--- src/rtl/shift_add_mult.sv ---
// rtl/shift_add_mult.sv - sequential shift-add / radix-2 Booth multiplier with internal bit counter
module shift_add_mult #(
    parameter int WIDTH = 8
) (
    input  logic                 Clk,
    input  logic                 Rst_n,
    input  logic                 St,
    input  logic                 Signed_Mode,
    input  logic [WIDTH-1:0]     Mcand,
    input  logic [WIDTH-1:0]     Mplier,
    output logic [2*WIDTH-1:0]   Product,
    output logic                 Idle,
    output logic                 Load,
    output logic                 Ad,
    output logic                 Sh,
    output logic                 Done
);

    localparam int CW = (WIDTH > 2) ? $clog2(WIDTH) : 1;

    typedef enum logic [2:0] {
        S_IDLE  = 3'd0,
        S_LOAD  = 3'd1,
        S_ADD   = 3'd2,
        S_SHIFT = 3'd3,
        S_DONE  = 3'd4
    } state_t;

    state_t state, state_nxt;

    logic [WIDTH:0]   a;
    logic [WIDTH-1:0] q;
    logic             qm1;
    logic [WIDTH:0]   m;
    logic [CW-1:0]    cnt;
    logic             sgn;

    logic             need_cur;
    logic             sub_cur;
    logic             need_post;
    logic             last_bit;
    logic [WIDTH:0]   a_sum;
    logic [WIDTH:0]   a_sh;
    logic [WIDTH-1:0] q_sh;

    // Unsigned adds on a 1 bit; Booth acts on a 0/1 boundary between current and previous bit.
    always_comb begin
        need_cur  = sgn ? (q[0] ^ qm1) : q[0];
        sub_cur   = sgn & q[0] & ~qm1;
        need_post = sgn ? (q[1] ^ q[0]) : q[1];
        last_bit  = (cnt == CW'(WIDTH - 1));
        a_sum     = sub_cur ? (a - m) : (a + m);
        a_sh      = {(sgn & a[WIDTH]), a[WIDTH:1]};
        q_sh      = {a[0], q[WIDTH-1:1]};
    end

    always_ff @(posedge Clk or negedge Rst_n) begin
        if (!Rst_n) begin
            state <= S_IDLE;
        end else begin
            state <= state_nxt;
        end
    end

    always_comb begin
        state_nxt = state;
        case (state)
            S_IDLE:  state_nxt = St ? S_LOAD : S_IDLE;
            S_LOAD:  state_nxt = need_cur ? S_ADD : S_SHIFT;
            S_ADD:   state_nxt = S_SHIFT;
            S_SHIFT: begin
                if (last_bit) begin
                    state_nxt = S_DONE;
                end else begin
                    state_nxt = need_post ? S_ADD : S_SHIFT;
                end
            end
            S_DONE:  state_nxt = S_IDLE;
            default: state_nxt = S_IDLE;
        endcase
    end

    always_comb begin
        Idle = (state == S_IDLE);
        Load = (state == S_LOAD);
        Ad   = (state == S_ADD);
        Sh   = (state == S_SHIFT);
        Done = (state == S_DONE);
    end

    // Product is captured from the post-shift value on the final shift, i.e. on DONE entry.
    always_ff @(posedge Clk or negedge Rst_n) begin
        if (!Rst_n) begin
            a       <= '0;
            q       <= '0;
            qm1     <= 1'b0;
            m       <= '0;
            cnt     <= '0;
            sgn     <= 1'b0;
            Product <= '0;
        end else begin
            case (state)
                S_IDLE: begin
                    if (St) begin
                        a   <= '0;
                        q   <= Mplier;
                        qm1 <= 1'b0;
                        cnt <= '0;
                        m   <= {(Signed_Mode & Mcand[WIDTH-1]), Mcand};
                        sgn <= Signed_Mode;
                    end
                end
                S_ADD: begin
                    a <= a_sum;
                end
                S_SHIFT: begin
                    a   <= a_sh;
                    q   <= q_sh;
                    qm1 <= q[0];
                    cnt <= cnt + 1'b1;
                    if (last_bit) begin
                        Product <= {a_sh[WIDTH-1:0], q_sh};
                    end
                end
                default: begin
                end
            endcase
        end
    end

endmodule

--- config.mk ---
export PLATFORM = sky130hd
export DESIGN_NAME = shift_add_mult
export DESIGN_NICKNAME = d
export VERILOG_FILES = /design/src/rtl/shift_add_mult.sv
export SDC_FILE = /design/constraint.sdc
export NUM_CORES = 1
export LEC_CHECK = 0
export CORE_MARGIN = 2
export CORE_UTILIZATION = 45
export DETAILED_ROUTE_END_ITERATION = 16
export PLACE_DENSITY = 0.78
export SLEW_MARGIN = 0
export SYNTH_ARGS = -nofsm -noshare
export SYNTH_HDL_FRONTEND = slang
export SYNTH_SLANG_ARGS = --single-unit
--- constraint.sdc ---
create_clock -name Clk -period 3 [get_ports Clk]
set_input_delay 0.6 -clock Clk [delete_from_list [all_inputs] [get_ports Clk]]
set_output_delay 0.6 -clock Clk [all_outputs]
set_load 0.005 [all_outputs]
**Word level (Yosys, flattened, before mapping)**

Index checks and enable logic that the tools add are counted.

- Reductions and logical operators: 7
- Shift operators: 0
- Multiplexer cells: 16
- Eq/ne operators: 6
- Multipliers: 0
- Bitwise logic cells: 7
- $lt $le $gt $ge: 0
- Div/mod/pow operators: 0
- Add/sub/neg operators: 3

Operator list:

| operator | count |
|---|---|
| one-hot mux 9 bit (3 select lines) | 1 |
| 2-to-1 mux 9 bit | 2 |
| one-hot mux 8 bit (2 select lines) | 1 |
| one-hot mux 3 bit (4 select lines) | 1 |
| adder 9 bit | 1 |
| subtractor 9 bit | 1 |
| 2-to-1 mux 8 bit | 1 |
| AND reduction 2 bit | 4 |
| equality test 3 x 2 -> 1 bit (second input constant) | 2 |
| equality test 3 bit (second input constant) | 2 |
| 2-to-1 mux 1 bit | 6 |
| 2-to-1 mux 3 bit | 2 |
| one-hot mux 3 bit (2 select lines) | 1 |
| AND 1 bit | 4 |
| adder 3 x 1 -> 3 bit (second input constant) | 1 |
| equality test 3 x 1 -> 1 bit (second input constant) | 1 |
| zero test 3 bit | 1 |
| nonzero test 3 bit | 1 |
| inequality test 2 bit (second input constant) | 1 |
| one-hot mux 1 bit (2 select lines) | 1 |
| nonzero test 2 bit | 1 |
| bitwise XOR 1 bit | 2 |
| NOT 1 bit | 1 |

- Memory bits (read-only): 0
- Memory bits (writable): 0
- Output and inout bits: 21
- Memories kept: 0
- Input bits: 20
- Bits in registers: 50
- Logic and storage cells: 47
- Latch bits: 0

**Longest topological paths before layout**

Gate-level depths: netlist (run 1).

- Depth in word-level cells: 5
- Depth in mapped cells: 11
- Gate-level depth less buffers: 11

**Worst setup path before layout (run 1)**

OpenSTA, ideal clock, no wires.

- Path kind: reg2reg
- From: register m[2]
- To: register a[8]
- Setup time: 121 ps
- Clock period less this slack: 2418 ps
- Path buffers: 0
- Path slack: 582 ps
- Cell stages (with the launch flop): 12
- Arrival time: 2297 ps
- Path through: dfrtp_1 -> nor3_1 -> nor3b_1 -> nor2_1 -> xnor2_1 -> ha_1 -> a21o_1 -> a31o_2 -> a21oi_1 -> xnor2_1 -> o21ai_1 -> a22o_1

- Word-level cells in the longest chain between the ends: 3
- Elaborated cells between the ends (all ways): 4
- Classes of those cells: add/sub (2); mux (2)

Ends and longest elaborated chain:

| element | RTL line | RTL |
|---|---|---|
| start, declared | 34 | `logic [WIDTH:0] m;` |
| start signal, assigned | 109 | `m <= {(Signed_Mode & Mcand[WIDTH-1]), Mcand};` |
| adder 9 bit or subtractor 9 bit (tied branches) | 52 | `a_sum = sub_cur ? (a - m) : (a + m);` |
| 2-to-1 mux 9 bit (*) | 52 |  |
| one-hot mux 9 bit (3 select lines) (*) | 102 | `case (state)` |
| end signal, assigned | 114 | `a <= a_sum;` |
| end signal, assigned | 117 | `a <= a_sh;` |
| end, declared | 31 | `logic [WIDTH:0] a;` |

Mark *: on every way between the ends. The rest lies on a longest branch, timed or not.
A chain may end at the register's enable or synchronous reset.

**Worst setup path in the final report (run 1)**

- From: register q[0]
- To: register a[7]

- Word-level cells in the longest chain between the ends: 4

Ends and longest elaborated chain:

| element | RTL line | RTL |
|---|---|---|
| start, declared | 32 | `logic [WIDTH-1:0] q;` |
| start signal, assigned | 106 | `q <= Mplier;` |
| start signal, assigned | 118 | `q <= q_sh;` |
| AND 1 bit (2 in series) | 49 | `sub_cur = sgn & q[0] & ~qm1;` |
| 2-to-1 mux 9 bit | 52 |  |
| one-hot mux 9 bit (3 select lines) | 102 |  |

No other way between the ends.

==> results_tabular.tex, run 1 <==
\begin{tabular}{lr}
\hline
Metric & Value \\
\hline
\multicolumn{2}{l}{\textbf{Outcome}} \\
\quad Run status & finished, final reports clean \\
\multicolumn{2}{l}{\textbf{Hold path}} \\
\quad Classification of the worst-slack hold path & input pin to asynchronous set/reset pin \\
\multicolumn{2}{l}{\textbf{Detailed routing}} \\
\quad Number of violations reported at the end of detailed-routing iteration 0 & 95 \\
\quad Post-route ant nets & 0 \\
\quad Number of DRC violations after detailed routing & 0 \\
\quad Average vias per placed instance & 5.279 \\
\quad Routed via count & 1895 \\
\quad Total length of routed wires & 5093 µm \\
\quad Router iterations before antenna repair & 4 \\
\quad Routed wirelength normalized by instance count & 14.19 µm \\
\multicolumn{2}{l}{\textbf{Setup path}} \\
\quad Cell family with most CP delay & compound AO/OA/AOI/OAI gates \\
\quad Kind of critical path & flip-flop to flip-flop \\
\quad Worst R2R Path Depth & 9 \\
\quad Reg2reg setup slack & 0.32 ns \\
\quad Crit path buffers/inverters & 0 \\
\quad Launch instance of the worst register-to-register path & q[0]\$\_DFFE\_PN0P\_ \\
\quad Worst R2R End & a[7]\$\_DFFE\_PN0P\_ \\
\quad Worst stage delay on the critical path & 0.43 ns \\
\quad Setup crit start kind & flip-flop \\
\quad Worst EP arrival & 2.88 ns \\
\quad Required @ worst endpoint & 3.21 ns \\
\quad Element type at the critical path end & flip-flop \\
\quad Worst-path fanout max & 8 \\
\quad Cells along the critical path & and3b\_1, mux2i\_1, ha\_1, nor2b\_1, o21a\_1, o21a\_1, o221ai\_2, mux2i\_1, a221o\_1 \\
\quad Highest-delay cell along the critical path & sky130\_fd\_sc\_hd\_\_dfrtp\_1 \\
\multicolumn{2}{l}{\textbf{Timing}} \\
\quad Worst Tran Pin Value & 0.5370 ns \\
\quad Final critical delay including setup and external delays & 2.679 ns \\
\quad Max-slew headroom at the worst pin & 0.6420 \\
\quad Achievable clock frequency & 373.3 MHz \\
\quad Endpoints failing hold & 0 \\
\quad RSZ-0062 raised after global routing & no \\
\quad Final setup violation count & 0 \\
\quad Number of pins exceeding their max-slew limit in the final report & 0 \\
\quad Total negative slack for setup checks & 0 ns \\
\quad Setup skew after layout & 0.01027 ns \\
\quad Final period utilization & 0.8929 \\
\multicolumn{2}{l}{\textbf{Synthesis}} \\
\quad XOR/XNOR Fraction of Synth Area & 0.04305 \\
\quad Register area share after synthesis & 0.4730 \\
\quad Synth top area share & 0.4730 \\
\quad Compound-cell area share of the yosys netlist & 0.1353 \\
\quad Fraction of synthesized area in multiplexers & 0.1315 \\
\quad Most frequently used flop master after synthesis & sky130\_fd\_sc\_hd\_\_dfrtp\_1 \\
\quad EDFF count, synth & 0 \\
\quad Number of instances in the synthesized netlist & 246 \\
\quad Cell variety after synth & 45 \\
\quad Adder and majority cell fraction of the synthesized area & 0.05960 \\
\quad Ranking of synthesized cells by area & sky130\_fd\_sc\_hd\_\_dfrtp\_1 (47\%), sky130\_fd\_sc\_hd\_\_mux2\_1 (9.4\%), sky130\_fd\_sc\_hd\_\_ha\_1 (5.2\%), sky130\_fd\_sc\_hd\_\_o21ai\_1 (4.2\%), sky130\_fd\_sc\_hd\_\_xnor2\_1 (4.0\%) \\
\quad Largest family of logic cells by synthesized area & compound AO/OA/AOI/OAI gates \\
\quad Fraction of the mapped netlist area in simple logic gates & 0.1187 \\
\quad Most repeated cell in the gate-level netlist after synthesis & sky130\_fd\_sc\_hd\_\_dfrtp\_1 \\
\quad Post-synthesis instance area & 2645 µm² \\
\quad Avg Synthesized Cell Area & 10.75 µm² \\
\quad Synthesis-stage register bit count & 50 \\
\quad Post-synth top area cell & sky130\_fd\_sc\_hd\_\_dfrtp\_1 \\
\quad Number of warnings issued by yosys & 0 \\
\quad Syn Nets & 278 \\
\quad Fraction of synthesis flops using an asynchronous set or reset pin & 1.000 \\
\quad Most frequent cells after synthesis & sky130\_fd\_sc\_hd\_\_dfrtp\_1 (50), sky130\_fd\_sc\_hd\_\_nand2\_1 (27), sky130\_fd\_sc\_hd\_\_mux2\_1 (22), sky130\_fd\_sc\_hd\_\_o21ai\_1 (22), sky130\_fd\_sc\_hd\_\_nor2\_1 (13) \\
\multicolumn{2}{l}{\textbf{Global routing}} \\
\quad Global Route met2 Usage & 0.2625 \\
\quad Pin count of the biggest net entering global routing & 27 \\
\quad Most used routing layer in global routing & met2 \\
\quad Initial antenna violation count & 0 \\
\quad Global-route wire length before repair & 8625 µm \\
\quad GRT met1 Usage & 0.2395 \\
\quad Overall routing resource usage & 0.1723 \\
\quad Global routing met3 resource utilization & 0.03933 \\
\quad Vias in the first global route & 1835 \\
\quad Overflow left after global routing & 0 \\
\multicolumn{2}{l}{\textbf{Floorplan}} \\
\quad Die height & 80.67 µm \\
\quad I/O pins & 41 \\
\quad Placement row count & 27 \\
\quad Initial core utilization & 0.4717 \\
\quad Area of the core & 5608 µm² \\
\quad Die Span X & 80.67 µm \\
\quad Die area & 6507 µm² \\
\multicolumn{2}{l}{\textbf{Clock network}} \\
\quad Hold-fix buffers, CTS & 0 \\
\quad Post-CTS Resized & 0 \\
\quad H-Tree Depth & 2 \\
\quad Buffers from clock root to sink, at most & 2 \\
\quad Postcts setup bufs & 0 \\
\quad Number of buffers created by CTS & 5 \\
\quad Clock edge transition at the registers on the reported setup and hold paths & 0.10 ns \\
\quad Worst-Skew Late Latency & 0.31 ns \\
\quad CTS tree & built \\
\quad CTS sink cnt & 50 \\
\quad Buffer type at the clock tree root & sky130\_fd\_sc\_hd\_\_clkbuf\_8 \\
\multicolumn{2}{l}{\textbf{Finish}} \\
\quad \# fillers & 499 \\
\quad Fin util & 0.5676 \\
\quad Footprint of the multi-input gates & 1291 µm² \\
\quad Total inserted antenna cells & 0 \\
\quad Sequential cell area & 1251 µm² \\
\quad Fraction of layout cells with a size suffix above 1 & 0.08014 \\
\quad Area grow syn2layout & 20.34\% \\
\quad Net count of the finished layout & 318 \\
\multicolumn{2}{l}{\textbf{Power}} \\
\quad PnR Total Power & 3.910 mW \\
\quad Maximum ir drop on the vdd rail & 0.5659 mV \\
\quad Leakage power figure & 1.352 nW \\
\quad Power density of the placed cells & 1229 nW/µm² \\
\multicolumn{2}{l}{\textbf{Placed design}} \\
\quad HPWL after detailed placement & 3733 µm \\
\quad Buffers added on ports & 40 \\
\quad GP Congestion & 0.9195 \\
\multicolumn{2}{l}{\textbf{Job}} \\
\quad Max capacitance violation total & 0 \\
\hline
\end{tabular}
[registers in the layout (all words and copies together) (netlist names)]
signal and count:
Product 16, a 9, m 9, q 8, cnt 3, state 3, qm1 1, sgn 1
[worst register-to-register path, stage by stage (launching register included)]
cell,delay (ns)
sky130_fd_sc_hd__dfrtp_1,0.43
sky130_fd_sc_hd__and3b_1,0.38
sky130_fd_sc_hd__mux2i_1,0.37
sky130_fd_sc_hd__ha_1,0.30
sky130_fd_sc_hd__nor2b_1,0.13
sky130_fd_sc_hd__o21a_1,0.18
sky130_fd_sc_hd__o21a_1,0.21
sky130_fd_sc_hd__o221ai_2,0.17
sky130_fd_sc_hd__mux2i_1,0.09
sky130_fd_sc_hd__a221o_1,0.29
[cell type report]
type                       count  area share
multi-input combinational    177      0.4057
sequential                    50      0.3931
timing repair buffer          44      0.1336
tap                           72     0.02830
clock buffer                   5     0.02162
inverter                       8     0.01022
clock inverter                 3    0.007469
[worst max-delay path by stage]
stage,start,end,slack [ns],cells after the start
final,q[0]$_DFFE_PN0P_,a[7]$_DFFE_PN0P_,0.32,9
after global routing,m[2]$_DFFE_PN0P_,a[8]$_DFFE_PN0P_,0.07,11
after CTS,qm1$_DFFE_PN0P_,a[7]$_DFFE_PN0P_,0.33,9
after detailed placement,m[2]$_DFFE_PN0P_,a[8]$_DFFE_PN0P_,0.35,11
after global placement,qm1$_DFFE_PN0P_,a[7]$_DFFE_PN0P_,0.45,9
after floorplan,m[2]$_DFFE_PN0P_,a[8]$_DFFE_PN0P_,0.58,11
[placed cells by master, fill, tap and decap left out, types with 2 or more instances in the layout]
| master | netlist | routed |
|---|---|---|
| sky130_fd_sc_hd__a21o_1 | 2 | 2 |
| sky130_fd_sc_hd__a21oi_1 | 9 | 9 |
| sky130_fd_sc_hd__a22oi_1 | 4 | 4 |
| sky130_fd_sc_hd__a31oi_1 | 3 | 3 |
| sky130_fd_sc_hd__buf_4 | 3 | 4 |
| sky130_fd_sc_hd__clkbuf_8 | 0 | 5 |
| sky130_fd_sc_hd__clkdlybuf4s50_1 | 0 | 39 |
| sky130_fd_sc_hd__clkinvlp_4 | 0 | 2 |
| sky130_fd_sc_hd__dfrtp_1 | 50 | 50 |
| sky130_fd_sc_hd__ha_1 | 11 | 11 |
| sky130_fd_sc_hd__inv_1 | 5 | 5 |
| sky130_fd_sc_hd__inv_2 | 2 | 2 |
| sky130_fd_sc_hd__mux2_1 | 22 | 22 |
| sky130_fd_sc_hd__mux2i_1 | 10 | 10 |
| sky130_fd_sc_hd__nand2_1 | 27 | 27 |
| sky130_fd_sc_hd__nand2b_1 | 2 | 2 |
| sky130_fd_sc_hd__nand3_1 | 2 | 2 |
| sky130_fd_sc_hd__nor2_1 | 13 | 13 |
| sky130_fd_sc_hd__nor2b_1 | 2 | 2 |
| sky130_fd_sc_hd__nor3_1 | 5 | 5 |
| sky130_fd_sc_hd__nor3b_1 | 4 | 4 |
| sky130_fd_sc_hd__o21a_1 | 5 | 5 |
| sky130_fd_sc_hd__o21ai_1 | 22 | 22 |
| sky130_fd_sc_hd__o21bai_1 | 2 | 2 |
| sky130_fd_sc_hd__o31ai_1 | 2 | 2 |
| sky130_fd_sc_hd__xnor2_1 | 12 | 12 |
[per-layer routing]
metal,vias to the layer above,wire length [µm]
met1,901,2453
met3,8,214
met2,43,2349
met5,-,0
li1,943,-
met4,0,76
[where the power goes]
part           switching, mW  total (mW)  internal [mW]  leakage (nW)
Clock                  0.240       0.407          0.167        0.0408
Combinational           1.10        2.22           1.11         0.698
Sequential             0.285        1.29           1.00         0.613
Total                   1.63        3.91           2.28          1.35
[per-stage QoR]
stage	setup WS (ns)	hold WS [ns]	instances	instance area (µm²)
final	0.3214	0.2599	359	3183
after global placement	0.4465	0.4702	351	3090
after detailed placement	0.3546	0.4799	351	3090
after CTS	0.3307	0.2682	359	3183
after floorplan	0.5817	0.3044	246	2645
after global routing	0.07369	0.2897	359	3183
[cells by family (layout without fill, tap and decap cells)]
logic type | after synthesis | count (layout)
flops | 50 | 50
mux | 32 | 32
compound gates | 56 | 56
simple gates | 64 | 64
buf+inv | 19 | 60
xor+xnor | 13 | 13
fa+ha+maj | 12 | 12
No activity file was read; power rests on OpenSTA's default activity.
==> run 2, diff against run 1 <==
--- a/config.mk
+++ b/config.mk
@@ -5,10 +5,12 @@
 export SDC_FILE = /design/constraint.sdc
 export NUM_CORES = 1
 export LEC_CHECK = 0
+export CAP_MARGIN = 10
 export CORE_MARGIN = 2
 export CORE_UTILIZATION = 45
 export DETAILED_ROUTE_END_ITERATION = 16
 export PLACE_DENSITY = 0.78
+export SETUP_SLACK_MARGIN = 0.15
 export SLEW_MARGIN = 0
 export SYNTH_ARGS = -nofsm -noshare
 export SYNTH_HDL_FRONTEND = slang
==> results_tabular.tex, run 2 (synthesized netlist as in run 1, its figures left out) <==
\begin{tabular}{lr}
\hline
Metric & Value \\
\hline
\multicolumn{2}{l}{\textbf{Floorplan}} \\
\quad I/O pins & 41 \\
\quad Placement row count & 27 \\
\quad Area of the core & 5608 µm² \\
\quad Die height & 80.67 µm \\
\quad Die Span X & 80.67 µm \\
\quad Initial core utilization & 0.4717 \\
\quad Die area & 6507 µm² \\
\multicolumn{2}{l}{\textbf{Detailed routing}} \\
\quad Routed via count & 1891 \\
\quad Total length of routed wires & 5128 µm \\
\quad Router iterations before antenna repair & 4 \\
\quad Routed wirelength normalized by instance count & 14.28 µm \\
\quad Average vias per placed instance & 5.267 \\
\quad Number of violations reported at the end of detailed-routing iteration 0 & 106 \\
\quad Post-route ant nets & 0 \\
\quad Number of DRC violations after detailed routing & 0 \\
\multicolumn{2}{l}{\textbf{Finish}} \\
\quad \# fillers & 497 \\
\quad Area of all placed cells without fillers & 3192 µm² \\
\quad Area grow syn2layout & 20.67\% \\
\quad Total inserted antenna cells & 0 \\
\quad Register name with the most flops & Product \\
\quad Leading registers by flop count & Product: 16 flops, a: 9 flops, m: 9 flops \\
\quad Max reg flops & 16 \\
\quad Number of standard cells in the final layout excluding fillers & 359 \\
\quad Most frequent standard cell in the layout excluding fill and tap cells & sky130\_fd\_sc\_hd\_\_dfrtp\_1 \\
\quad Fraction of layout cells with a size suffix above 1 & 0.08711 \\
\quad Highest-count cells in the layout ignoring fill and taps & sky130\_fd\_sc\_hd\_\_dfrtp\_1 (50), sky130\_fd\_sc\_hd\_\_clkdlybuf4s50\_1 (39), sky130\_fd\_sc\_hd\_\_nand2\_1 (27) \\
\quad Net count of the finished layout & 318 \\
\multicolumn{2}{l}{\textbf{Timing}} \\
\quad Final setup violation count & 0 \\
\quad RSZ-0062 raised after global routing & no \\
\quad Achievable clock frequency & 376.5 MHz \\
\quad Endpoints failing hold & 0 \\
\quad Number of pins exceeding their max-slew limit in the final report & 0 \\
\quad Max-slew headroom at the worst pin & 0.6402 \\
\quad Final critical delay including setup and external delays & 2.656 ns \\
\quad Setup skew after layout & 0.01012 ns \\
\quad Total negative slack for setup checks & 0 ns \\
\quad Worst Tran Pin Value & 0.5397 ns \\
\quad Final period utilization & 0.8854 \\
\multicolumn{2}{l}{\textbf{Clock network}} \\
\quad Worst-Skew Late Latency & 0.31 ns \\
\quad Clock edge transition at the registers on the reported setup and hold paths & 0.10 ns \\
\quad Hold-fix buffers, CTS & 0 \\
\quad Buffers from clock root to sink, at most & 2 \\
\quad Postcts setup bufs & 0 \\
\quad CTS tree & built \\
\quad Number of buffers created by CTS & 5 \\
\quad Buffer type at the clock tree root & sky130\_fd\_sc\_hd\_\_clkbuf\_8 \\
\quad CTS sink cnt & 50 \\
\quad Post-CTS Resized & 0 \\
\quad H-Tree Depth & 2 \\
\multicolumn{2}{l}{\textbf{Setup path}} \\
\quad Launch instance of the worst register-to-register path & qm1\$\_DFFE\_PN0P\_ \\
\quad Kind of critical path & flip-flop to flip-flop \\
\quad Reg2reg setup slack & 0.34 ns \\
\quad Setup crit start kind & flip-flop \\
\quad Worst-path fanout max & 8 \\
\quad Required @ worst endpoint & 3.21 ns \\
\quad Start point of the critical path & qm1\$\_DFFE\_PN0P\_ \\
\quad Worst R2R End & a[7]\$\_DFFE\_PN0P\_ \\
\quad Element type at the critical path end & flip-flop \\
\quad Worst EP arrival & 2.86 ns \\
\quad Worst R2R Path Depth & 9 \\
\multicolumn{2}{l}{\textbf{Placed design}} \\
\quad Cell Area, Placed & 3090 µm² \\
\quad HPWL after detailed placement & 3733 µm \\
\quad Buffers added on ports & 40 \\
\quad GP Congestion & 0.9195 \\
\quad Number of cells in the design after placement & 351 \\
\multicolumn{2}{l}{\textbf{Global routing}} \\
\quad Pin count of the biggest net entering global routing & 27 \\
\quad Overall routing resource usage & 0.1723 \\
\quad Initial antenna violation count & 0 \\
\quad Overflow left after global routing & 0 \\
\quad Global-route wire length before repair & 8625 µm \\
\quad Vias in the first global route & 1835 \\
\multicolumn{2}{l}{\textbf{Power}} \\
\quad Maximum ir drop on the vdd rail & 0.5686 mV \\
\quad Leakage power figure & 1.356 nW \\
\quad Power density of the placed cells & 1230 nW/µm² \\
\multicolumn{2}{l}{\textbf{Job}} \\
\quad Max capacitance violation total & 0 \\
\multicolumn{2}{l}{\textbf{Outcome}} \\
\quad Run status & finished, final reports clean \\
\multicolumn{2}{l}{\textbf{Hold path}} \\
\quad Classification of the worst-slack hold path & input pin to asynchronous set/reset pin \\
\hline
\end{tabular}
[run 2: cell counts in the layout (fill, tap and decap cells not counted)]
Identical to the previous run, type by type.
[run 2: critical path: stages (launching register included)]
cell,delay (ns)
sky130_fd_sc_hd__dfrtp_1,0.40
sky130_fd_sc_hd__and3b_1,0.44
sky130_fd_sc_hd__mux2i_2,0.34
sky130_fd_sc_hd__ha_1,0.29
sky130_fd_sc_hd__nor2b_1,0.13
sky130_fd_sc_hd__o21a_1,0.18
sky130_fd_sc_hd__o21a_1,0.21
sky130_fd_sc_hd__o221ai_2,0.17
sky130_fd_sc_hd__mux2i_1,0.09
sky130_fd_sc_hd__a221o_1,0.29
[run 2: how the worst max path moves through the flow]
| stage | endpoint | slack (ns) | depth (start not counted) |
|---|---|---|---|
| after floorplan | a[8]$_DFFE_PN0P_ | 0.58 | 11 |
| after global placement | a[7]$_DFFE_PN0P_ | 0.45 | 9 |
| after detailed placement | a[8]$_DFFE_PN0P_ | 0.35 | 11 |
| after CTS | a[7]$_DFFE_PN0P_ | 0.33 | 9 |
| after global routing | a[5]$_DFFE_PN0P_ | 0.19 | 9 |
| final | a[7]$_DFFE_PN0P_ | 0.34 | 9 |
[run 2: layout make-up]
type	instances	area [µm²]	area share
clock buffer	5	68.82	0.02156
clock inverter	3	23.77	0.007448
inverter	8	32.53	0.01019
multi-input combinational	177	1300	0.4073
sequential	50	1251	0.3920
tap	72	90.09	0.02822
timing repair buffer	44	425.4	0.1333
[run 2: through the flow]
| stage | utilization | worst slack, ns | hold slack, ns | power, mW |
|---|---|---|---|---|
| 3_3_place_gp | 0.5511 | 0.4465 | 0.4702 | 3.438 |
| 5_1_grt | 0.5692 | 0.1869 | 0.2897 | 4.311 |
| 3_5_place_dp | 0.5511 | 0.3546 | 0.4799 | 3.507 |
| 2_1_floorplan | - | 0.5817 | 0.3044 | 2.851 |
| 6_report | 0.5692 | 0.3439 | 0.2610 | 3.926 |
| 4_1_cts | 0.5676 | 0.3307 | 0.2682 | 3.930 |
[run 2: layer usage]
metal / part of all wire / global-route usage / vias to the layer above
met5: 0 / 0 / -
met4: 0.017 / 0.06441 / 0
met3: 0.039 / 0.03933 / 8
met2: 0.46 / 0.2625 / 38
met1: 0.49 / 0.2395 / 902
li1: - / - / 943
[run 2: report_power, final]
part / internal (mW) / total [mW] / switching (mW)
clock: 0.167 / 0.407 / 0.240
combinational: 1.12 / 2.23 / 1.11
sequential: 1.00 / 1.29 / 0.288
total: 2.29 / 3.93 / 1.63
